<file path="config.mk">
export PLATFORM = sky130hd
export DESIGN_NAME = comb_or_and_bist
export DESIGN_NICKNAME = d
export VERILOG_FILES = /design/src/rtl/comb_or_and_bist_pkg.sv /design/src/rtl/comb_or_and_bist.sv
export SDC_FILE = /design/constraint.sdc
export NUM_CORES = 1
export LEC_CHECK = 0
export CORE_AREA = 2 2 44 66
export DETAILED_ROUTE_END_ITERATION = 12
export DIE_AREA = 0 0 46 68
export PLACE_DENSITY = 0.81
export SKIP_LAST_GASP = 1
export SYNTH_ARGS = -nofsm -noshare
export SYNTH_HDL_FRONTEND = slang
export SYNTH_SLANG_ARGS = --single-unit
</file>
<file path="constraint.sdc">
create_clock -name clk -period 2.72 [get_ports clk]
set_input_delay 0.544 -clock clk [delete_from_list [all_inputs] [get_ports clk]]
set_output_delay 0.544 -clock clk [all_outputs]
set_load 0.02 [all_outputs]
</file>
<file path="src/rtl/comb_or_and_bist_pkg.sv">
// Shared definitions for the comb_or_and self-test sequencer: FSM states,
// vector count, golden capture word and the golden function itself.
package comb_or_and_bist_pkg;

  typedef enum logic [2:0] {
    S_IDLE   = 3'd0,
    S_APPLY  = 3'd1,
    S_SETTLE = 3'd2,
    S_SAMPLE = 3'd3,
    S_DONE   = 3'd4
  } state_t;

  localparam int         NUM_VEC    = 8;
  localparam logic [7:0] EXP_RESULT = 8'hA8;

  // Expected x for vector i, where a=i[2], b=i[1], c=i[0].
  function automatic logic golden_x(input logic [2:0] i);
    return (i[2] | i[1]) & i[0];
  endfunction

endpackage

</file>
<file path="src/rtl/comb_or_and_bist.sv">
// Self-test sequencer for an external comb_or_and instance. Walks all 8
// input vectors, samples x after SETTLE_CYCLES, and reports a capture word,
// error count and pass flag. All outputs are registered.
module comb_or_and_bist
  import comb_or_and_bist_pkg::*;
#(
  parameter int SETTLE_CYCLES = 1
) (
  input  logic       clk,
  input  logic       reset,
  input  logic       start,
  input  logic       abort,
  output logic       dut_a,
  output logic       dut_b,
  output logic       dut_c,
  input  logic       dut_x,
  output logic       busy,
  output logic       done,
  output logic       pass,
  output logic [7:0] result,
  output logic [3:0] err_count,
  output logic [2:0] vec_idx
);

  // Counter only ever holds SETTLE_CYCLES-1 down to 0; keep at least 1 bit.
  localparam int CW = (SETTLE_CYCLES > 1) ? $clog2(SETTLE_CYCLES) : 1;

  state_t        state;
  logic [CW-1:0] settle_cnt;
  logic          mismatch;
  logic [3:0]    err_next;

  // Compare the sampled x against the golden value for the applied vector.
  assign mismatch = dut_x ^ golden_x(vec_idx);
  assign err_next = err_count + {3'b000, mismatch};

  // Sequencer FSM; busy/done/pass are decided on the transition so they line
  // up with the state they describe.
  always_ff @(posedge clk) begin
    if (reset) begin
      state      <= S_IDLE;
      settle_cnt <= '0;
      dut_a      <= 1'b0;
      dut_b      <= 1'b0;
      dut_c      <= 1'b0;
      busy       <= 1'b0;
      done       <= 1'b0;
      pass       <= 1'b0;
      result     <= '0;
      err_count  <= '0;
      vec_idx    <= '0;
    end else begin
      done <= 1'b0;
      unique case (state)
        S_IDLE: begin
          if (start && !abort) begin
            state     <= S_APPLY;
            busy      <= 1'b1;
            vec_idx   <= '0;
            dut_a     <= 1'b0;
            dut_b     <= 1'b0;
            dut_c     <= 1'b0;
            result    <= '0;
            err_count <= '0;
            pass      <= 1'b0;
          end
        end
        S_APPLY: begin
          if (abort) begin
            state <= S_IDLE;
            busy  <= 1'b0;
            pass  <= 1'b0;
          end else if (SETTLE_CYCLES == 0) begin
            state <= S_SAMPLE;
          end else begin
            state      <= S_SETTLE;
            settle_cnt <= CW'(SETTLE_CYCLES - 1);
          end
        end
        S_SETTLE: begin
          if (abort) begin
            state <= S_IDLE;
            busy  <= 1'b0;
            pass  <= 1'b0;
          end else if (settle_cnt == '0) begin
            state <= S_SAMPLE;
          end else begin
            settle_cnt <= settle_cnt - 1'b1;
          end
        end
        S_SAMPLE: begin
          if (abort) begin
            state <= S_IDLE;
            busy  <= 1'b0;
            pass  <= 1'b0;
          end else begin
            result[vec_idx] <= dut_x;
            err_count       <= err_next;
            if (vec_idx == 3'(NUM_VEC - 1)) begin
              // Final vector: pass must include this sample's outcome.
              state <= S_DONE;
              busy  <= 1'b0;
              done  <= 1'b1;
              pass  <= (err_next == 4'd0);
            end else begin
              state   <= S_APPLY;
              vec_idx <= vec_idx + 3'd1;
              {dut_a, dut_b, dut_c} <= vec_idx + 3'd1;
            end
          end
        end
        S_DONE: begin
          state <= S_IDLE;
        end
        default: begin
          state <= S_IDLE;
          busy  <= 1'b0;
        end
      endcase
    end
  end

endmodule

</file>
==> run metrics, run 1 <==
outcome=finished, final reports clean; Hold Buf Count CTS=0; Slew Viols, Final=0; antenna cells=0; Post-DRT Antenna Nets=0; share of layout cells above drive strength 1=12.4%; H-Tree Depth=1; Nets=163; DP Worst Slack=0.412 ns; DP Wirelength=1.96 mm; Netlist cell types=42; register bit total from synthesis=21; CP Class=reg2out; setup ws final=0.644 ns; Post-CTS Resized=0; # setup viols final=0; Pleak=0.509 nW; Die H=68 um; vias in the first global route=962; Setup crit start=dut_b; multi-input logic area=683 um2; first-pass GRT wire length=4.11 mm; sequential share of the synthesized area=34.7%; Num CTS Buffers=3; Worst Path Arrival=1.53 ns; MaxCap Viol Count=0; Avg Vias per Cell=6.09; crit path time final=2.08 ns; Worst Setup End Kind=primary output; Routed WL=2.70 mm; Worst Hold Class=reg2reg; Mapped Area=0.00121 mm2; Syn Inst Count=134; routed len/inst=15.1 um; GPL Wtd Cong=0.821; Seq. cell area=420 um2; total negative slack=0 ns; Boundary Pins=26; final-report hold violation count=0; worst path bufs/invs=1; slowest stage delay, CP=0.68 ns; total power divided by cell area=397 mW/mm2; IO Port Bufs=25; met2 GRT Util=31.3%; Hold Path Origin=result[5]; clock root buffer=clkbuf_8; CTS Buffer Depth=2; M1 GR Usage=20.3%; Synth Area per Inst=9.05 um2; # DRC=0; Detailed Routing Iterations Pass 1=4; final core utilization=56.2%; type of origin of the critical path=flip-flop; 1st-iter DRT viols=36; vias=1,084; worst skew pair latency=0.27 ns; largest net degree at the start of global routing=20; Reg clk slew, reported paths=0.08 ns; delay-heaviest family, CP=buffers and inverters; reg2reg start=dut_b; CTS tree=yes; unrepaired setup endpoints after global routing=no; met3 Use GR=0.792%; crit path max fanout=13; max_slew headroom=67.5%; Layout area overhead=20.1%; hold_ws=0.473 ns; initial antenna violation count=0; f_max=482 MHz; die area=0.00313 mm2; clock sinks=21; final period utilization=76.3%; Post-CTS Setup Bufs=0; Req. time, crit path=2.18 ns; Worst VDD drop=0.222 mV; FP Rows=23; skew final=0.00523 ns; Starting Density=46.8%; global routing's busiest layer=met2; Core Area=0.00259 mm2; total grt overflow=0; Net Count, Synth=143; die width=46 um; actual slew at the worst max-slew pin=0.487 ns; Critical-path top delay cell=clkdlybuf4s50_1; ordered cell list for the critical path=clkdlybuf4s50_1; Fill cells=239; GRT Util Overall=18.2%; Warnings, synthesis=0
==> where the power goes <==
group / internal [mW] / total [mW] / switching [mW]
registers: 0.310 / 0.315 / 0.00480
clock network: 0.105 / 0.211 / 0.107
logic: 0.0235 / 0.0530 / 0.0295
total: 0.438 / 0.579 / 0.141
==> routing by layer <==
metal / wire length [um] / vias to the layer above
met1: 1090 / 519
met3: 117 / 5
li1: - / 518
met4: 79 / 0
met5: 0 / -
met2: 1410 / 42
==> cell type report <==
type / count / area share (%)
tap: 25 / 2.15
sequential: 21 / 28.9
clock buffer: 4 / 3.09
timing repair buffer: 27 / 18.2
multi-input combinational: 98 / 46.9
inverter: 3 / 0.773
==> cell usage after synthesis <==
master	number	share of area (%)
o2111ai_1	1	0.72
nor2_1	10	3.1
nor3_1	2	0.83
nand3_1	5	2.1
dfxtp_1	21	35
nor2b_1	1	0.52
and2_2	1	0.62
clkbuf_1	4	1.2
nand4_1	1	0.52
and3_1	2	1.0
buf_4	4	2.5
nor3b_4	1	1.5
a22oi_1	1	0.62
o21a_4	1	1.2
o21ai_4	1	1.3
a21oi_2	1	0.72
and3b_1	2	1.4
inv_1	3	0.93
nor3_2	1	0.83
a31o_2	1	0.72
nor3b_2	1	1.0
a31oi_2	1	1.0
ha_1	4	4.1
buf_6	1	0.93
a32o_1	3	2.5
xnor2_1	1	0.72
nand4bb_4	1	2.3
xor2_1	3	2.2
nor2_2	1	0.52
nor3b_1	3	1.9
o21ai_0	9	3.7
o32ai_1	5	3.6
nand2_1	15	4.6
clkbuf_8	3	3.4
nand3b_1	2	1.2
or4b_4	1	1.1
nor4_1	1	0.52
nand3_2	1	0.83
nand2b_1	2	1.0
or2b_2	1	0.72
a21oi_1	10	4.1
o31a_1	1	0.72
==> registers in the layout, indices dropped and copies added (netlist names) <==
| signal | flops |
|---|---|
| busy | 1 |
| done | 1 |
| dut_a | 1 |
| dut_b | 1 |
| dut_c | 1 |
| err_count | 4 |
| pass | 1 |
| result | 8 |
| state | 3 |
==> worst paths after layout <==
| check | depth (start not counted) | end | slack, ns |
|---|---|---|---|
| setup / recovery | 1 | vec_idx[1] | 0.64 |
| hold / removal | 2 | result[5] | 0.47 |
| setup reg to reg | 7 | pass | 0.69 |
| hold reg to reg | 2 | result[5] | 0.47 |
==> kinds of logic (layout without fill, tap and decap cells) <==
family	count (synthesis)	after routing	share of synthesized area (%)
AO/OA/AOI/OAI	35	35	21.1
XOR/XNOR	4	4	2.89
adder cells (fa/ha/maj)	4	4	4.13
buffers and inverters	15	34	8.98
flip-flops	21	21	34.7
AND/OR/NAND/NOR	55	55	28.3
==> cell usage in the layout, fill, tap and decap left out, types with 2 or more instances in the layout <==
| cell | netlist | final |
|---|---|---|
| nand3_1 | 5 | 5 |
| and3_1 | 2 | 2 |
| clkdlybuf4s50_1 | 0 | 25 |
| nand2b_1 | 2 | 2 |
| nand3b_1 | 2 | 2 |
| o32ai_1 | 5 | 5 |
| xor2_1 | 3 | 3 |
| a21oi_1 | 10 | 10 |
| o21ai_0 | 9 | 9 |
| nor3b_1 | 3 | 3 |
| nor3_1 | 2 | 2 |
| buf_4 | 4 | 2 |
| inv_1 | 3 | 3 |
| and3b_1 | 2 | 2 |
| ha_1 | 4 | 4 |
| nand2_1 | 15 | 15 |
| dfxtp_1 | 21 | 21 |
| nor2_1 | 10 | 10 |
| clkbuf_8 | 3 | 3 |
| a32o_1 | 3 | 3 |
==> stage by stage <==
stage / power [mW] / std cells / instance area (um2)
2_1_floorplan: 0.361 / 134 / 1210
4_1_cts: 0.579 / 178 / 1460
3_5_place_dp: 0.374 / 174 / 1410
5_1_grt: 0.600 / 178 / 1460
6_report: 0.579 / 178 / 1460
3_3_place_gp: 0.373 / 174 / 1410
Note: power is estimated with default switching activity, not from simulation.
==> run 2, diff against run 1 <==
==> constraint.sdc (replaced) <==
create_clock -name clk -period 2.2 [get_ports clk]
set_input_delay 0.44 -clock clk [delete_from_list [all_inputs] [get_ports clk]]
set_output_delay 0.44 -clock clk [all_outputs]
set_load 0.02 [all_outputs]
==> run metrics, run 2 (synthesized netlist as in run 1, its figures left out) <==
outcome=finished, final reports clean; Nets=165 (+1.2%); IO Port Bufs=25 (unchanged); GPL Wtd Cong=0.827 (+0.77%); max reg flops=8 (unchanged); Starting Density=46.8% (unchanged); Pleak=0.523 nW (+2.7%); Post-DRT Antenna Nets=0 (unchanged); Reg clk slew, reported paths=0.08 ns (about the same); Setup crit start=dut_x; ordered cell list for the critical path=clkdlybuf4s50_1 > xnor2_1 > ha_1 > ha_1 > nor4_1 > nand3_2 > a21oi_2; Avg Vias per Cell=6.08 (-0.20%); Detailed Routing Iterations Pass 1=4 (unchanged); # setup viols final=0 (unchanged); clock sinks=21 (unchanged); Design Area, Final=0.00147 mm2 (+1.1%); hold_ws=0.471 ns (-0.00249 ns); Fill cells=242 (+1.3%); Req. time, crit path=2.41 ns (+0.23 ns); largest registers=result x8, err_count x4, state x3; Post-CTS Setup Bufs=0 (unchanged); DP Wirelength=2.04 mm (+4.3%); placed cell area=0.00143 mm2 (+1.1%); final-report hold violation count=0 (unchanged); CTS tree=yes; vias=1,094 (+0.92%); f_max=508 MHz; Layout area overhead=21.5%; CP dominant cell by count=ha_1; most common cell after layout, fill and taps aside=clkdlybuf4s50_1; final period utilization=89.5%; Boundary Pins=26 (unchanged); worst path bufs/invs=1 (unchanged); switch share=24.6% (+0.31 points); MaxCap Viol Count=0 (unchanged); Core Area=0.00259 mm2 (unchanged); delay-heaviest family, CP=adder cells; clock root buffer=clkbuf_8; actual slew at the worst max-slew pin=0.494 ns (+0.00744 ns); crit path time final=1.97 ns; Seq. cell area=420 um2 (unchanged); Num CTS Buffers=3 (unchanged); most frequent cells in the layout=25 x clkdlybuf4s50_1, 21 x dfxtp_1, 15 x nand2_1; Critical-path top delay cell=clkdlybuf4s50_1; die width=46 um (unchanged); Hold Buf Count CTS=0 (unchanged); reg2reg setup slack=0.37 ns (-0.32 ns); Worst Hold Class=reg2reg; Post-CTS Resized=0 (unchanged); share of layout cells above drive strength 1=14.2% (+1.8 points); Worst Path Arrival=2.17 ns (+0.64 ns); total grt overflow=0 (unchanged); Psw=176 uW (+25%); slowest stage delay, CP=0.47 ns (-0.21 ns); H-Tree Depth=1 (unchanged); Clk pwr share=36.3% (-0.2 points); routed len/inst=15.6 um (+3.2%); Sequential Power Share=54.5% (+0.2 points); Worst Setup End Kind=flip-flop; initial antenna violation count=0 (unchanged); max_slew headroom=67.0% (-0.45 points); reg2reg start=dut_c; 1st-iter DRT viols=38 (+5.6%); GRT Util Overall=20.5% (+2.3 points); Comb power frac=9.2% (about the same); internal power=538 uW (+23%); # DRC=0 (unchanged); unrepaired setup endpoints after global routing=no; die area=0.00313 mm2 (unchanged); CP Class=in2reg; largest net degree at the start of global routing=19 (-5.0%); Routed WL=2.81 mm (+4.4%); first-pass GRT wire length=4.64 mm (+13%); crit path max fanout=3 (-10); total power divided by cell area=485 mW/mm2 (+22%); vias in the first global route=1,048 (+8.9%); antenna cells=0 (unchanged); type of origin of the critical path=input port; skew final=0.00121 ns (-0.00402 ns); Slew Viols, Final=0 (unchanged); Worst VDD drop=0.330 mV (+49%); multi-input logic area=683 um2 (unchanged); Die H=68 um (unchanged); Hold Path Origin=result[7]; worst skew pair latency=0.26 ns (about the same); CTS Buffer Depth=2 (unchanged); Reg with most FFs=result; FP Rows=23 (unchanged); total power=714 uW (+23%)
-- run 2: routing by layer --
metal / part of all wire [%] / track usage [%] / up-vias
met2: 52 / 34.0 / 32
met4: 3.9 / 14.6 / 0
met1: 41 / 22.7 / 528
met5: 0 / 0 / -
met3: 3.0 / 3.43 / 12
li1: - / - / 522
-- run 2: layout make-up --
| cell class | instances | share of cell area, % |
|---|---|---|
| clock buffer | 3 | 2.80 |
| clock inverter | 1 | 0.340 |
| inverter | 3 | 0.765 |
| multi-input combinational | 98 | 46.4 |
| sequential | 21 | 28.5 |
| tap | 25 | 2.12 |
| timing repair buffer | 29 | 19.0 |
-- run 2: power by group through the flow --
stage,clock (mW),sequential (mW),combinational [mW]
after floorplan,0,0.396,0.0510
after global placement,0,0.398,0.0628
after detailed placement,0,0.398,0.0648
after CTS,0.262,0.389,0.0650
after global routing,0.282,0.390,0.0704
final,0.259,0.389,0.0659
-- run 2: per-stage QoR --
step	util [%]	setup TNS (ns)	std cells	setup slack, ns
floorplan	-	0	134	0.0294
global placement	55.1	0	176	0.0626
detailed placement	55.1	-0.0499	176	-0.0499
CTS	56.9	0	180	0.219
global route	56.9	0	180	0.116
finish	56.9	0	180	0.232
-- run 2: final timing paths --
path	cells after the start	end
min reg2reg	2	result[7]
max reg2reg	7	dut_a
min	2	result[7]
max	7	pass
-- run 2: worst reg2reg max path: cells and delay by family (launching register included) --
kind,cells,cell delay (ns)
compound gates,2,0.42
simple gates,2,0.35
buf+inv,1,0.20
flops,1,0.33
fa+ha+maj,2,0.46
==> run 3, diff against run 2 <==
--- a/config.mk
+++ b/config.mk
@@ -5,11 +5,12 @@
 export SDC_FILE = /design/constraint.sdc
 export NUM_CORES = 1
 export LEC_CHECK = 0
-export CORE_AREA = 2 2 44 66
+export CORE_AREA = 2 2 53 55
 export DETAILED_ROUTE_END_ITERATION = 12
-export DIE_AREA = 0 0 46 68
+export DIE_AREA = 0 0 55 57
 export PLACE_DENSITY = 0.81
 export SKIP_LAST_GASP = 1
+export SLEW_MARGIN = 5
 export SYNTH_ARGS = -nofsm -noshare
 export SYNTH_HDL_FRONTEND = slang
 export SYNTH_SLANG_ARGS = --single-unit
==> run metrics, run 3 (synthesized netlist as in run 1, its figures left out) <==
die width=55 um (+20%); final core utilization=56.2% (-0.69 points); clock root buffer=clkbuf_4; clock sinks=21 (unchanged); GPL Wtd Cong=0.795 (-3.9%); Hold Buf Count CTS=0 (unchanged); placed cell area=0.00144 mm2 (+1.1%); Fill cells=240 (-0.83%); Routed WL=2.53 mm (-10%); Hold Path Cell Cnt=2 (unchanged); vias in the first global route=962 (-8.2%); FP Rows=19 (-17%); Layout area overhead=21.2%; Num CTS Buffers=3 (unchanged); Starting Density=46.4% (-0.45 points); first-pass GRT wire length=4.43 mm (-4.5%); Worst Path Arrival=1.48 ns (-0.69 ns); final period utilization=87.5% (-2.0 points); largest registers=result x8, err_count x4, state x3; Detailed Routing Iterations Pass 1=5 (+1); H-Tree Depth=1 (unchanged); Worst VDD drop=0.293 mV (-11%); 1st-iter DRT viols=43 (+13%); type of origin of the critical path=flip-flop; MaxCap Viol Count=0 (unchanged); most common cell after layout, fill and taps aside=clkdlybuf4s50_1; total power=642 uW (-10%); die area=0.00314 mm2 (+0.22%); share of layout cells above drive strength 1=14.7% (+0.55 points); crit path time final=1.92 ns (-0.0435 ns); max_slew headroom=66.7% (-0.34 points); worst skew pair latency=0.30 ns (+0.04 ns); Die H=57 um (-16%); antenna cells=0 (unchanged); most frequent cells in the layout=25 x clkdlybuf4s50_1, 21 x dfxtp_1, 15 x nand2_1; DP Wirelength=1.86 mm (-9.2%); reg2reg start=dut_b; Nets=166 (+0.61%); CTS tree=yes; hold_ws=0.476 ns (+0.00476 ns); vias=1,067 (-2.5%); initial antenna violation count=0 (unchanged); Hold Path End=result[7]; Reg with most FFs=result; # DRC=0 (unchanged); reg2reg setup slack=0.41 ns (+0.04 ns); Pleak=0.520 nW (-0.57%); final-report hold violation count=0 (unchanged); routed len/inst=13.5 um (-13%); CP Class=reg2out; GRT Util Overall=18.6% (-1.9 points); Req. time, crit path=1.76 ns (-0.65 ns); Post-CTS Setup Bufs=0 (unchanged); Design Area, Final=0.00147 mm2 (-0.25%); Post-CTS Resized=0 (unchanged); unrepaired setup endpoints after global routing=no; Hold Path Origin=result[7]; actual slew at the worst max-slew pin=0.499 ns (+0.00446 ns); crit path max fanout=15 (+12); outcome=finished, final reports clean; skew final=0.00313 ns (+0.00192 ns); Avg Vias per Cell=5.71 (-6.1%); Slew Viols, Final=0 (unchanged); Worst Hold Class=reg2reg; total grt overflow=0 (unchanged); Worst Reg-to-Reg Cells=7 (unchanged); f_max=520 MHz (+2.3%); # setup viols final=0 (unchanged); RR Endpoint=pass; Post-DRT Antenna Nets=0 (unchanged); largest net degree at the start of global routing=19 (unchanged); Reg clk slew, reported paths=0.12 ns (+0.04 ns); max reg flops=8 (unchanged); IO Port Bufs=25 (unchanged); Worst Setup End Kind=primary output; Core Area=0.00262 mm2 (+0.97%); Boundary Pins=26 (unchanged); total power divided by cell area=437 mW/mm2 (-9.9%); CTS Buffer Depth=2 (unchanged)
==> run 3: worst max path at each step <==
stage	startpoint	end	slack [ns]	cells past startpoint
floorplan	dut_c	pass	0.03	8
global placement	dut_x	pass	0.03	7
detailed placement	dut_x	pass	-0.02	7
CTS	dut_c	dut_c	0.27	2
global route	dut_x	pass	0.22	8
finish	dut_c	dut_c	0.28	2
==> run 3: where the power goes <==
| group | switching, mW | internal (mW) |
|---|---|---|
| combinational | 0.0355 | 0.0301 |
| clock | 0.119 | 0.0678 |
| sequential | 0.00615 | 0.383 |
==> run 3: critical path, stage by stage, from the launching register on <==
cell and delay, ns:
dfxtp_1 0.35, buf_4 0.20, clkdlybuf4s50_1 0.63
==> run 3: routing by layer <==
layer / wire [um] / share of wire, % / vias up / global-route usage [%]
met2: 1260 / 50 / 38 / 29.1
met3: 149 / 5.9 / 2 / 3.14
met1: 1110 / 44 / 497 / 26.7
met5: 0 / 0 / - / 0
li1: - / - / 530 / -
met4: 12 / 0.47 / 0 / 4.18
==> run 3: through the flow <==
stage / instances / TNS (ns) / worst slack (ns)
floorplan: 134 / 0 / 0.0294
global placement: 183 / 0 / 0.0341
detailed placement: 183 / -0.0194 / -0.0194
CTS: 187 / 0 / 0.274
global route: 187 / 0 / 0.217
finish: 187 / 0 / 0.276
==> run 3: area by class of cell <==
class	count	area (um2)	area share, %
clock buffers	3	22.5	1.53
clock inverters	1	5.00	0.341
multi-input cells	98	683	46.5
inverters	3	11.3	0.767
flip-flops and latches	21	420	28.6
repair buffers	30	288	19.6
well taps	31	38.8	2.64
